### src/rtl/sr_drive_pkg.sv
// ============================================================================
// Module : sr_drive_pkg
// Desc   : Shared state encoding and default sizing for the SR latch driver.
// Rev    : 1.0
// ============================================================================
`default_nettype none

package sr_drive_pkg;

    typedef enum logic [1:0] {
        IDLE  = 2'd0,
        SET_P = 2'd1,
        RST_P = 2'd2,
        DEAD  = 2'd3
    } state_t;

    localparam int unsigned DEF_SYNC_STAGES     = 2;
    localparam int unsigned DEF_DEBOUNCE_CYCLES = 4;
    localparam int unsigned DEF_PULSE_CYCLES    = 2;
    localparam int unsigned DEF_DEAD_CYCLES     = 1;

    localparam int unsigned DROP_CNT_W = 8;

endpackage

`default_nettype wire

### src/rtl/sr_drive_ctrl_if.sv
// ============================================================================
// Module : sr_drive_ctrl_if
// Desc   : Button inputs and latch-drive/status outputs of the SR driver.
// Rev    : 1.0
// ============================================================================
`default_nettype none

interface sr_drive_ctrl_if;
    import sr_drive_pkg::*;

    logic                  set_btn;
    logic                  reset_btn;
    logic                  s;
    logic                  r;
    logic                  busy;
    logic                  q_track;
    logic                  conflict;
    logic [DROP_CNT_W-1:0] drop_cnt;

    modport master (
        output set_btn, reset_btn,
        input  s, r, busy, q_track, conflict, drop_cnt
    );

    modport slave (
        input  set_btn, reset_btn,
        output s, r, busy, q_track, conflict, drop_cnt
    );

endinterface

`default_nettype wire

### src/rtl/btn_debounce.sv
// ============================================================================
// Module : btn_debounce
// Desc   : Synchroniser, stability-count debounce and one-cycle press request.
// Rev    : 1.0
// ============================================================================
`default_nettype none

module btn_debounce #(
    parameter int unsigned SYNC_STAGES     = 2,
    parameter int unsigned DEBOUNCE_CYCLES = 4
) (
    input  logic clk,
    input  logic rst,
    input  logic i_btn,
    output logic o_req
);

    localparam int unsigned c_cnt_w = $clog2(DEBOUNCE_CYCLES + 1);

    logic [SYNC_STAGES-1:0] r_sync;
    logic [c_cnt_w-1:0]     r_cnt;
    logic                   r_level;
    logic                   r_level_d;
    logic                   r_req;
    logic                   w_synced;

    assign w_synced = r_sync[SYNC_STAGES-1];
    assign o_req    = r_req;

    always_ff @(posedge clk) begin
        if (rst) begin
            r_sync    <= '0;
            r_cnt     <= '0;
            r_level   <= 1'b0;
            r_level_d <= 1'b0;
            r_req     <= 1'b0;
        end else begin
            r_sync    <= {r_sync[SYNC_STAGES-2:0], i_btn};
            r_level_d <= r_level;
            r_req     <= r_level & ~r_level_d;
            // Any cycle agreeing with the current level restarts the count.
            if (w_synced == r_level) begin
                r_cnt <= '0;
            end else if (r_cnt == c_cnt_w'(DEBOUNCE_CYCLES - 1)) begin
                r_level <= w_synced;
                r_cnt   <= '0;
            end else begin
                r_cnt <= r_cnt + c_cnt_w'(1);
            end
        end
    end

endmodule

`default_nettype wire

### src/rtl/sr_drive_ctrl.sv
// ============================================================================
// Module : sr_drive_ctrl
// Desc   : Debounced, interlocked fixed-width S/R pulse driver for a NOR latch.
// Rev    : 1.0
// ============================================================================
`default_nettype none

module sr_drive_ctrl
    import sr_drive_pkg::*;
#(
    parameter int unsigned SYNC_STAGES     = DEF_SYNC_STAGES,
    parameter int unsigned DEBOUNCE_CYCLES = DEF_DEBOUNCE_CYCLES,
    parameter int unsigned PULSE_CYCLES    = DEF_PULSE_CYCLES,
    parameter int unsigned DEAD_CYCLES     = DEF_DEAD_CYCLES
) (
    input  logic           clk,
    input  logic           rst,
    sr_drive_ctrl_if.slave bus
);

    localparam int unsigned c_tmr_max = (PULSE_CYCLES > DEAD_CYCLES) ? PULSE_CYCLES : DEAD_CYCLES;
    localparam int unsigned c_tmr_w   = $clog2(c_tmr_max + 1);

    state_t                r_state;
    logic [c_tmr_w-1:0]    r_tmr;
    logic                  r_s;
    logic                  r_r;
    logic                  r_q_track;
    logic [DROP_CNT_W-1:0] r_drop_cnt;

    logic                  w_req_set;
    logic                  w_req_rst;
    logic [DROP_CNT_W:0]   w_drop_sum;

    btn_debounce #(
        .SYNC_STAGES     (SYNC_STAGES),
        .DEBOUNCE_CYCLES (DEBOUNCE_CYCLES)
    ) u_set_db (
        .clk   (clk),
        .rst   (rst),
        .i_btn (bus.set_btn),
        .o_req (w_req_set)
    );

    btn_debounce #(
        .SYNC_STAGES     (SYNC_STAGES),
        .DEBOUNCE_CYCLES (DEBOUNCE_CYCLES)
    ) u_rst_db (
        .clk   (clk),
        .rst   (rst),
        .i_btn (bus.reset_btn),
        .o_req (w_req_rst)
    );

    always_ff @(posedge clk) begin
        if (rst) begin
            r_state   <= IDLE;
            r_tmr     <= '0;
            r_s       <= 1'b0;
            r_r       <= 1'b0;
            r_q_track <= 1'b0;
        end else begin
            case (r_state)
                IDLE: begin
                    r_tmr <= '0;
                    // Simultaneous requests are ambiguous, so neither is honoured.
                    if (w_req_set && !w_req_rst) begin
                        r_state <= SET_P;
                        r_s     <= 1'b1;
                    end else if (w_req_rst && !w_req_set) begin
                        r_state <= RST_P;
                        r_r     <= 1'b1;
                    end
                end
                SET_P, RST_P: begin
                    if (r_tmr == c_tmr_w'(PULSE_CYCLES - 1)) begin
                        r_s       <= 1'b0;
                        r_r       <= 1'b0;
                        r_q_track <= (r_state == SET_P);
                        r_tmr     <= '0;
                        r_state   <= (DEAD_CYCLES == 0) ? IDLE : DEAD;
                    end else begin
                        r_tmr <= r_tmr + c_tmr_w'(1);
                    end
                end
                DEAD: begin
                    if (r_tmr == c_tmr_w'(DEAD_CYCLES - 1)) begin
                        r_tmr   <= '0;
                        r_state <= IDLE;
                    end else begin
                        r_tmr <= r_tmr + c_tmr_w'(1);
                    end
                end
                default: begin
                    r_state <= IDLE;
                    r_tmr   <= '0;
                    r_s     <= 1'b0;
                    r_r     <= 1'b0;
                end
            endcase
        end
    end

    assign w_drop_sum = {1'b0, r_drop_cnt}
                      + (DROP_CNT_W + 1)'(w_req_set)
                      + (DROP_CNT_W + 1)'(w_req_rst);

    always_ff @(posedge clk) begin
        if (rst) begin
            r_drop_cnt <= '0;
        end else if (r_state != IDLE) begin
            if (w_drop_sum[DROP_CNT_W]) begin
                r_drop_cnt <= '1;
            end else begin
                r_drop_cnt <= w_drop_sum[DROP_CNT_W-1:0];
            end
        end
    end

    assign bus.s        = r_s;
    assign bus.r        = r_r;
    assign bus.busy     = (r_state != IDLE);
    assign bus.q_track  = r_q_track;
    assign bus.conflict = (r_state == IDLE) && w_req_set && w_req_rst;
    assign bus.drop_cnt = r_drop_cnt;

endmodule

`default_nettype wire

### src/flat_wrapper.sv
// flat-port wrapper written by rule: the top's interface ports become plain ports
module sr_drive_ctrl_flat import sr_drive_pkg::*;
#(
    parameter int unsigned SYNC_STAGES     = DEF_SYNC_STAGES,
    parameter int unsigned DEBOUNCE_CYCLES = DEF_DEBOUNCE_CYCLES,
    parameter int unsigned PULSE_CYCLES    = DEF_PULSE_CYCLES,
    parameter int unsigned DEAD_CYCLES     = DEF_DEAD_CYCLES
)
  (clk, rst, bus_set_btn, bus_reset_btn, bus_s, bus_r, bus_busy, bus_q_track, bus_conflict, bus_drop_cnt);
  sr_drive_ctrl_if bus_i ();
  input  logic clk;
  input  logic rst;
  input wire logic [$bits(bus_i.set_btn)-1:0] bus_set_btn;
  input wire logic [$bits(bus_i.reset_btn)-1:0] bus_reset_btn;
  output wire logic [$bits(bus_i.s)-1:0] bus_s;
  output wire logic [$bits(bus_i.r)-1:0] bus_r;
  output wire logic [$bits(bus_i.busy)-1:0] bus_busy;
  output wire logic [$bits(bus_i.q_track)-1:0] bus_q_track;
  output wire logic [$bits(bus_i.conflict)-1:0] bus_conflict;
  output wire logic [$bits(bus_i.drop_cnt)-1:0] bus_drop_cnt;
  assign bus_i.set_btn = bus_set_btn;
  assign bus_i.reset_btn = bus_reset_btn;
  assign bus_s = bus_i.s;
  assign bus_r = bus_i.r;
  assign bus_busy = bus_i.busy;
  assign bus_q_track = bus_i.q_track;
  assign bus_conflict = bus_i.conflict;
  assign bus_drop_cnt = bus_i.drop_cnt;
  sr_drive_ctrl #(.SYNC_STAGES(SYNC_STAGES), .DEBOUNCE_CYCLES(DEBOUNCE_CYCLES), .PULSE_CYCLES(PULSE_CYCLES), .DEAD_CYCLES(DEAD_CYCLES)) u_core (.clk(clk), .rst(rst), .bus(bus_i));
endmodule
### config.mk
export PLATFORM = sky130hd
export DESIGN_NAME = sr_drive_ctrl_flat
export DESIGN_NICKNAME = d
export VERILOG_FILES = /design/src/rtl/sr_drive_pkg.sv /design/src/rtl/sr_drive_ctrl_if.sv /design/src/rtl/btn_debounce.sv /design/src/rtl/sr_drive_ctrl.sv /design/src/flat_wrapper.sv
export SDC_FILE = /design/constraint.sdc
export NUM_CORES = 1
export LEC_CHECK = 0
export CAP_MARGIN = 20
export CORE_ASPECT_RATIO = 1.75
export CORE_MARGIN = 2
export CORE_UTILIZATION = 26
export CTS_CLUSTER_DIAMETER = 30
export DETAILED_ROUTE_END_ITERATION = 8
export GPL_ROUTABILITY_DRIVEN = 0
export PLACE_DENSITY = 0.42
export RECOVER_POWER = 100
export SLEW_MARGIN = 15
export SYNTH_ARGS = -nofsm -noshare
export SYNTH_HDL_FRONTEND = slang
export SYNTH_SLANG_ARGS = --single-unit
### constraint.sdc
create_clock -name clk -period 2.7 [get_ports clk]
set_input_delay 0.675 -clock clk [delete_from_list [all_inputs] [get_ports clk]]
set_output_delay 0.675 -clock clk [all_outputs]
set_load 0.01 [all_outputs]
After elaboration in Yosys (flattened, before gate mapping)
Cells that the tools add are included.
{"block": "classes", "n_addsub": 5, "n_eq_ne": 14, "muxes": 15, "n_bitwise": 6, "reduce_logical": 19}
{"op": "2-to-1 mux 2 bit", "n": 6}
{"op": "case mux 2 bit (3 select lines)", "n": 2}
{"op": "adder 8 x 1 -> 9 bit", "n": 1}
{"op": "adder 9 x 1 -> 9 bit", "n": 1}
{"op": "2-to-1 mux 8 bit", "n": 1}
{"op": "inequality test 2 x 1 -> 1 bit, second input constant", "n": 4}
{"op": "adder 3 x 1 -> 3 bit, second input constant", "n": 2}
{"op": "equality test 3 x 2 -> 1 bit, second input constant", "n": 2}
{"op": "AND reduction 2 bit", "n": 3}
{"op": "AND reduction 3 bit", "n": 2}
{"op": "OR reduction 3 bit", "n": 2}
{"op": "equality test 2 x 1 -> 1 bit, second input constant", "n": 2}
{"op": "equality test 2 bit, second input constant", "n": 2}
{"op": "logical AND 1 bit", "n": 4}
{"op": "zero test 2 bit", "n": 2}
{"op": "2-to-1 mux 1 bit", "n": 4}
{"op": "NOT 1 bit", "n": 4}
{"op": "case mux 1 bit (2 select lines)", "n": 2}
{"op": "AND reduction 4 bit", "n": 1}
{"op": "nonzero test 2 bit", "n": 2}
{"op": "inequality test 3 x 1 -> 1 bit, second input constant", "n": 1}
{"op": "adder 2 x 1 -> 2 bit, second input constant", "n": 1}
{"op": "AND 1 bit", "n": 2}
{"op": "equality test 1 bit", "n": 2}
{"op": "other kinds (3)", "n": 4}
{"block": "totals", "reg_bits": 31, "inputBits": 4, "wordCells": 75}

Depth between registers and ports, before layout
Gate-level depths: netlist of the first run.
{"block": "logic_depth", "depth_word": 5, "mapped_depth": 5, "ltp_nobuf": 5}

Cells and area by module
Synthesis of the first run repeated with hierarchy kept, for this count alone.
{"block": "hier_totals", "cells_unflattened": 135, "hier_area_um2": 1393.8}
{"mod": "sr_drive_ctrl", "instances": 1, "cells_each": 93, "area_each_um2": 860.8, "seq_area_each_um2": 300.3}
{"mod": "btn_debounce", "instances": 2, "cells_each": 21, "area_each_um2": 266.5, "seq_area_each_um2": 160.2}

Least setup slack after synthesis of the first run
No wires, ideal clock.
{"block": "synth_timing", "kind": "flip-flop to output port", "start": "register u_core.r_state[1]", "end": "output port bus_conflict", "arrival_ns": 1.105, "setup_slack_ns": 0.920, "stages_incl_launch_ff": 5, "path_cell_list": "dfxtp_1 > inv_1 > ha_1 > clkbuf_1 > and3_2"}
{"block": "synth_between", "elab_chain_cells": 3}
{"element": "start: declaration", "line": "sr_drive_ctrl.sv:24", "text": "state_t r_state;"}
{"element": "start signal: assignment", "line": "sr_drive_ctrl.sv:81", "text": "r_state <= (DEAD_CYCLES == 0) ? IDLE : DEAD;"}
{"element": "zero test 2 bit", "line": "sr_drive_ctrl.sv:124", "text": "assign bus.conflict = (r_state == IDLE) && w_req_set && w_req_rst;"}
{"element": "logical AND 1 bit (2 in series)", "line": "sr_drive_ctrl.sv:124"}
{"element": "end: declaration", "line": "flat_wrapper.sv:19", "text": "output wire logic [$bits(bus_i.conflict)-1:0] bus_conflict;"}
Every way passes these cells.

Worst setup path in the final report of the first run
{"block": "layout_timing", "start": "register u_core.r_state[0]", "end": "output port bus_busy"}
{"block": "layout_between", "elab_chain_cells": 1}
{"element": "nonzero test 2 bit", "line": "sr_drive_ctrl.sv:122", "text": "assign bus.busy = (r_state != IDLE);"}
{"element": "end: declaration", "line": "flat_wrapper.sv:17", "text": "output wire logic [$bits(bus_i.busy)-1:0] bus_busy;"}
Every way passes these cells.

==> impl_metrics.ini, run 1 <==
[run_status]
status = finished clean

[die]
coreArea_um2 = 5210
dieArea_um2 = 5980
ios = 17
die_width_um = 59.3
row_count = 35
die_h_um = 101
initial_core_util_pct = 26.7

[clocking]
clk_pin_slew_ns = 0.07
post-cts-setup-buffers = 0
cts_resized = 0
cts_hold_buffers = 0
cts.sinks = 31
clk_path_buf_depth = 2
clock-root-buffer = clkbuf_8
htreeDepth = 2
cts_tree = yes
numCtsBuffers = 5
clock_latency_ns = 0.28

[timing]
rsz0062_at_grt = no
fmax_mhz = 408
whs_ns = 0.379
tightest_slew_ns = 0.603
fin_skew_ns = 0.00617
maxSlewViolCount = 0
hold_viol = 0
setup_violations = 0
period_share_pct = 90.8
period_minus_slack_ns = 2.45
slew_headroom_pct = 59.7
tns_ns = 0

[placed_design]
port_buffers = 16
dp_hpwl_um = 2090
dpl_cell_area_um2 = 1630

[detailed_routing]
vias = 1044
wl_per_cell_um = 12.4
drt-vias-per-instance = 4.68
drc = 0
ant_nets = 0
drt_wl_total_um = 2770
drt-pass1-iter-count = 4
first_iter_violations = 23

[finish]
area_delta_synth_final_pct = 24.3
n_antenna_cell = 0
nFillCells = 533
layout_commonest_cell = dfxtp_1
drive_above_1_share_pct = 7.14
final_cell_mix = dfxtp_1, nor2_1, dlygate4sd3_1
nets = 185
final_cell_area_um2 = 1730

[synthesis]
synthArstFlopShare_pct = 0
ys.flop_type = dfxtp_1
yosysWarningCount = 0
ys_seq_area_share_pct = 44.6
synthCells = 145
synth.net_count = 163
avgSynthCellArea_um2 = 9.60
synth_edf_count = 0
synth_seq_cells = 31
synth.cell_area_um2 = 1390
ys_types = 32

[power_and_ir_drop]
peakVddDrop_uv = 295
p_comb_share_pct = 16.6
p_int_mw = 0.853
p_leak_nw = 0.697
pwr-share-clk_pct = 39.4
swShare_pct = 25.6
p_sw_mw = 0.293
power_frac_seq_pct = 44.0
p_per_area_nw_per_um2 = 663

[worst_setup_path]
slowest_delay_ns = 0.59
critPathArrivalTime_ns = 1.78
cp_top_family = buffers and inverters
crit_fanout = 13
worstSetupPathType = reg -> out
crit_path_top_delay_cell = dlygate4sd3_1
cp-end-kind = primary output
worstReg2RegStart = u_core.r_state[0]
crit_top_cell = inv_1
startpoint_type = flop
worstPathRequired_ns = 2.03
crit_path_start = u_core.r_state[0]
path_cells = inv_1 > ha_1 > buf_4 > inv_1 > dlygate4sd3_1
timing.critical_path.buf_inv = 4

[flow_run]
drv_cap = 0

[global_route]
grt_pass1_vias = 1076
grtUsageTotal_pct = 11.2
antenna_found_initial = 0
grt_max_degree = 18
grt_pass1_wl_um = 4950
grt_overflow = 0

[min_path]
holdCritPathClass = reg -> reg
min_from = u_core.u_set_db.r_level_d
-- path summary, 6_finish.rpt --
path | slack, ns | end | depth (start not counted)
max | 0.25 | bus_busy | 5
min | 0.38 | u_core.u_set_db.o_req | 1
max reg2reg | 0.82 | u_core.r_state[1] | 5
min reg2reg | 0.38 | u_core.u_set_db.o_req | 1
-- power by group through the flow --
stage	registers [mW]	clock network [mW]	logic (mW)
after floorplan	0.520	0	0.118
after global placement	0.515	0	0.205
after detailed placement	0.515	0	0.209
after CTS	0.505	0.466	0.211
after global routing	0.508	0.497	0.216
final	0.504	0.451	0.191
-- per-stage QoR --
| step | total power [mW] | worst slack [ns] | utilization (%) | instances |
|---|---|---|---|---|
| after floorplan | 0.638 | 0.920 | - | 145 |
| after global placement | 0.720 | 0.599 | 31.2 | 215 |
| after detailed placement | 0.725 | 0.575 | 31.2 | 215 |
| after CTS | 1.18 | 0.303 | 33.4 | 223 |
| after global routing | 1.22 | 0.157 | 33.2 | 223 |
| final | 1.15 | 0.248 | 33.2 | 223 |
-- registers in the layout, summed over array words and instances (netlist names), 2 cells and up --
name,count
u_core.bus.drop_cnt,8
u_core.u_set_db.r_cnt,3
u_core.r_tmr,2
u_core.u_rst_db.r_sync,2
u_core.r_state,2
u_core.u_rst_db.r_cnt,3
u_core.u_set_db.r_sync,2
-- cell type report --
class,instances,area (µm²),area share [%]
sequential,31,621,35.9
inverter,13,48.8,2.82
tap,55,68.8,3.98
clock inverter,3,43.8,2.53
timing repair buffer,19,175,10.1
clock buffer,5,68.8,3.98
multi-input combinational,97,703,40.7
-- per-layer routing --
metal | GRT usage, % | up-vias | wire [µm]
met5 | 0 | - | 0
met4 | 5.77 | 0 | 73
met3 | 3.98 | 6 | 128
met2 | 18.9 | 18 | 1410
met1 | 11.8 | 486 | 1160
li1 | - | 534 | -
-- logic make-up after synthesis --
family / count (synthesis) / share of synthesized area [%]
AND/OR/NAND/NOR: 53 / 21.0
flip-flops: 31 / 44.6
AO/OA/AOI/OAI: 22 / 11.0
buffers and inverters: 17 / 4.59
adder cells (fa/ha/maj): 14 / 13.1
XOR/XNOR: 4 / 2.52
multiplexers: 4 / 3.24
-- cell usage after synthesis (3+ instances only) --
cell type  number  area, µm²
a211oi_1        3       22.5
a21oi_1         7       35.0
nand2_1         4       15.0
or3_1           3       18.8
inv_1          13       48.8
nor3_1          3       15.0
ha_1           13        163
mux2i_1         3       30.0
nor2b_1        13       81.3
nor2_1         15       56.3
nand2b_1        6       37.5
xnor2_1         4       35.0
dfxtp_1        31        621
clkbuf_1        4       15.0
Note: power is estimated with default switching activity, not from simulation.
==> inputs of run 2 (changes only) <==
--- a/config.mk
+++ b/config.mk
@@ -5,14 +5,12 @@
 export SDC_FILE = /design/constraint.sdc
 export NUM_CORES = 1
 export LEC_CHECK = 0
-export CAP_MARGIN = 20
-export CORE_ASPECT_RATIO = 1.75
 export CORE_MARGIN = 2
 export CORE_UTILIZATION = 26
 export CTS_CLUSTER_DIAMETER = 30
 export DETAILED_ROUTE_END_ITERATION = 8
 export GPL_ROUTABILITY_DRIVEN = 0
-export PLACE_DENSITY = 0.42
+export PLACE_DENSITY = 0.39
 export RECOVER_POWER = 100
 export SLEW_MARGIN = 15
 export SYNTH_ARGS = -nofsm -noshare
==> run 2 against run 1 <==
Register-to-register slack barely moved. Cell count is 6.3% higher. Sequential power about the same. Routed wire length is 3.6% higher. Clock-buffer cell count up 1. Clock skew rose by 0.0038 ns. Combinational power is 3% higher. Critical path type unchanged. Non-clock buffer count decreased by 1. Fmax grew 0.41%. First-iteration DRC count rose to 2.6 times the previous value. Critical endpoint is now bus_conflict.
==> impl_metrics.ini, run 2 (synthesis gave the netlist of run 1 again) <==
[timing]
fin_skew_ns = 0.00995
tns_ns = 0
tightest_slew_ns = 0.677
maxSlewViolCount = 0
setup_violations = 0
period_minus_slack_ns = 2.44
rsz0062_at_grt = no
slew_headroom_pct = 54.7
period_share_pct = 90.4
fmax_mhz = 410
hold_viol = 0

[die]
initial_core_util_pct = 27.1
dieArea_um2 = 5950
die_width_um = 77.2
ios = 17
coreArea_um2 = 5140
row_count = 26
die_h_um = 77.2

[global_route]
grt_max_degree = 21
grt_overflow = 0
antenna_found_initial = 0
grtUsageTotal_pct = 10.6
grt_pass1_wl_um = 4990
grt_pass1_vias = 1028

[power_and_ir_drop]
peakVddDrop_uv = 285
p_per_area_nw_per_um2 = 673
p_leak_nw = 0.695

[finish]
nets = 184
fin_util_pct = 34.0
drive_above_1_share_pct = 7.19
layout_commonest_cell = dfxtp_1
final_cell_mix = dfxtp_1, nor2_1
n_antenna_cell = 0
largest_register_ffs = 8
area_delta_synth_final_pct = 25.7

[clocking]
clock_latency_ns = 0.28
cts_hold_buffers = 0
clk_path_buf_depth = 2
clk_pin_slew_ns = 0.07
post-cts-setup-buffers = 0
cts.sinks = 31
cts_resized = 0
cts_tree = yes
clock-root-buffer = clkbuf_8
numCtsBuffers = 5
htreeDepth = 2

[worst_setup_path]
cp-end-kind = primary output
worstPathRequired_ns = 2.03
worstSetupPathType = reg -> out
critPathArrivalTime_ns = 1.77
startpoint_type = flop
crit_fanout = 8

[min_path]
holdCritPathClass = reg -> reg

[detailed_routing]
ant_nets = 0
vias = 1011
drt-pass1-iter-count = 4
first_iter_violations = 59
drt_wl_total_um = 2870
drt-vias-per-instance = 4.27
wl_per_cell_um = 12.1
drc = 0

[placed_design]
dp_hpwl_um = 2060
port_buffers = 16

[flow_run]
drv_cap = 0

[run_status]
status = finished clean
-- run 2: cell types whose count changed in the layout (fill, tap and decap cells not counted) --
cell / previous run / this run
clkbuf_1: 2 / 1
clkbuf_8: 5 / 6
clkdlybuf4s50_1: 2 / 3
clkinv_4: 1 / 0
dlygate4sd3_1: 14 / 13
-- run 2: where the power goes --
| group | internal (mW) | switching [mW] | leakage [nW] | total [mW] |
|---|---|---|---|---|
| sequential | 0.485 | 0.0171 | 0.251 | 0.502 |
| combinational | 0.0952 | 0.100 | 0.383 | 0.196 |
| clock | 0.299 | 0.182 | 0.0612 | 0.480 |
-- run 2: final timing paths --
| check | from | cells after the start | endpoint | slack, ns |
|---|---|---|---|---|
| worst max-delay path | u_core.r_state[1] | 4 | bus_conflict | 0.26 |
| worst min-delay path | u_core.u_rst_db.r_level_d | 1 | u_core.u_rst_db.o_req | 0.38 |
| worst max register to register | u_core.r_state[0] | 5 | u_core.r_state[1] | 0.82 |
| worst min register to register | u_core.u_rst_db.r_level_d | 1 | u_core.u_rst_db.o_req | 0.38 |
-- run 2: stage by stage --
stage	worst slack [ns]	cell area, µm²	std cells	power, mW	hold slack [ns]
finish	0.258	1750	237	1.18	0.378
floorplan	0.920	1390	145	0.638	0.367
CTS	0.240	1760	237	1.21	0.377
detailed placement	0.526	1640	229	0.724	0.378
global route	0.125	1750	237	1.25	0.385
global placement	0.557	1640	229	0.721	0.377
-- run 2: layer usage --
layer	GRT usage [%]	share of wire [%]	routed length [µm]
met2	14.4	41	1170
met5	0	0	0
met3	4.00	4.5	129
met1	14.9	54	1540
met4	4.11	1.1	32
-- run 2: layout make-up --
class                      instances  area (µm²)
sequential                        31         621
inverter                          13        48.8
clock inverter                     2        35.0
tap                               70        87.6
timing repair buffer              18         171
multi-input combinational         97         703
fill                             559        3390
clock buffer                       6        82.6
-- run 2: worst max-delay path: stages, from the launching register on --
cell	delay [ns]
dfxtp_1	0.31
inv_1	0.12
ha_1	0.30
and3_2	0.22
clkdlybuf4s50_1	0.53
==> inputs of run 3 (changes only) <==
--- a/config.mk
+++ b/config.mk
@@ -6,11 +6,11 @@
 export NUM_CORES = 1
 export LEC_CHECK = 0
 export CORE_MARGIN = 2
-export CORE_UTILIZATION = 26
+export CORE_UTILIZATION = 50
 export CTS_CLUSTER_DIAMETER = 30
 export DETAILED_ROUTE_END_ITERATION = 8
 export GPL_ROUTABILITY_DRIVEN = 0
-export PLACE_DENSITY = 0.39
+export PLACE_DENSITY = 0.69
 export RECOVER_POWER = 100
 export SLEW_MARGIN = 15
 export SYNTH_ARGS = -nofsm -noshare
==> run 3 against run 2 <==
Core utilization is 28 points higher. Clock-buffer cell count stayed put. Flip-flop and latch count stayed put. Clock skew is 0.0021 ns lower. Fmax is 1.7% lower. Total power is 9.1% lower.
==> impl_metrics.ini, run 3 (synthesis gave the netlist of run 1 again) <==
[global_route]
grt_overflow = 0
grt_pass1_vias = 1094
antenna_found_initial = 0
grt_max_degree = 19
grtUsageTotal_pct = 18.7
grt_pass1_wl_um = 4610

[flow_run]
drv_cap = 0

[worst_setup_path]
worstReg2RegStart = u_core.r_state[0]
cp-end-kind = primary output
worstPathRequired_ns = 2.03
startpoint_type = flop
crit_path_top_delay_cell = dlygate4sd3_1
crit_top_cell = inv_1
crit_fanout = 8
path_cells = inv_1 > ha_1 > inv_1 > dlygate4sd3_1
crit_path_start = u_core.r_state[0]
slowest_delay_ns = 0.61
critPathArrivalTime_ns = 1.81
worstSetupPathType = reg -> out

[power_and_ir_drop]
pwr-share-clk_pct = 35.5
p_comb_share_pct = 17.5
p_int_mw = 0.794
swShare_pct = 25.8
p_sw_mw = 0.276
power_frac_seq_pct = 47.1
power_mw = 1.07
peakVddDrop_uv = 416
p_per_area_nw_per_um2 = 641
p_leak_nw = 0.680

[timing]
whs_ns = 0.392
slew_headroom_pct = 59.6
hold_viol = 0
tightest_slew_ns = 0.605
fmax_mhz = 403
period_minus_slack_ns = 2.48
period_share_pct = 92.0
postLayoutSetupSlackWorst_ns = 0.216
rsz0062_at_grt = no
tns_ns = 0
fin_skew_ns = 0.00788
setup_violations = 0
maxSlewViolCount = 0

[finish]
stdcell_count = 199
drive_above_1_share_pct = 6.55
nets = 185
layout_commonest_cell = dfxtp_1
n_antenna_cell = 0
nFillCells = 242
register_area_um2 = 621
final_cell_mix = dfxtp_1, nor2_1
final_cell_area_um2 = 1670
multi_input_area_um2 = 703
fin_util_pct = 61.6
largest_register_ffs = 8
area_delta_synth_final_pct = 20.0

[clocking]
cts_resized = 0
cts_hold_buffers = 0
clk_path_buf_depth = 2
cts.sinks = 31
numCtsBuffers = 5
clock_latency_ns = 0.34
cts_tree = yes
clk_pin_slew_ns = 0.09
post-cts-setup-buffers = 0
clock-root-buffer = clkbuf_4
htreeDepth = 2

[die]
initial_core_util_pct = 51.3
ios = 17
row_count = 19
coreArea_um2 = 2710
dieArea_um2 = 3220
die_width_um = 56.8
die_h_um = 56.8

[min_path]
min_from = u_core.u_set_db.r_level_d
holdCritPathClass = reg -> reg

[run_status]
status = finished clean

[detailed_routing]
drt-pass1-iter-count = 4
wl_per_cell_um = 12.4
vias = 1051
first_iter_violations = 17
drt_wl_total_um = 2460
drc = 0
ant_nets = 0
drt-vias-per-instance = 5.28

[placed_design]
port_buffers = 16
dp_hpwl_um = 1830
dpl_cell_area_um2 = 1600
placed_cells = 191
place_ws_ns = 0.587
[run 3: changes by cell type in the layout (fill, tap and decap cells not counted)]
cell,delta
clkbuf_4,+5
clkbuf_8,-5
clkbuf_1,+2
buf_4,-1
[run 3: routing by layer]
| layer | vias up | GRT usage, % | share of wire, % |
|---|---|---|---|
| met5 | - | 0 | 0 |
| met4 | 0 | 12.0 | 2.9 |
| met3 | 8 | 4.61 | 3.9 |
| met2 | 16 | 30.7 | 48 |
| met1 | 489 | 21.6 | 45 |
| li1 | 538 | - | - |
[run 3: final cells by class]
type / count / share of cell area, %
Sequential cell: 31 / 37.2
Inverter: 13 / 2.92
Clock buffer: 6 / 3.07
Timing Repair Buffer: 19 / 10.3
Multi-Input combinational cell: 97 / 42.1
Tap cell: 31 / 2.32
Clock inverter: 2 / 2.10
[run 3: critical path: cells and delay by family (launching register included)]
kind / cells / cell delay (ns)
flip-flops: 1 / 0.40
buffers and inverters: 3 / 0.80
adder cells (fa/ha/maj): 1 / 0.28
[run 3: path summary, 6_finish.rpt]
| path | end | slack, ns | depth (start not counted) |
|---|---|---|---|
| worst min-delay path | u_core.u_set_db.o_req | 0.39 | 1 |
| worst min register to register | u_core.u_set_db.o_req | 0.39 | 1 |
| worst max-delay path | bus_busy | 0.22 | 4 |
| worst max register to register | u_core.bus.drop_cnt[5] | 0.75 | 6 |
[run 3: power by group through the flow]
stage / combinational [mW] / sequential [mW] / clock [mW]
after floorplan: 0.118 / 0.520 / 0
after global placement: 0.204 / 0.513 / 0
after detailed placement: 0.207 / 0.516 / 0
after CTS: 0.209 / 0.505 / 0.386
after global routing: 0.209 / 0.508 / 0.407
final: 0.187 / 0.504 / 0.380
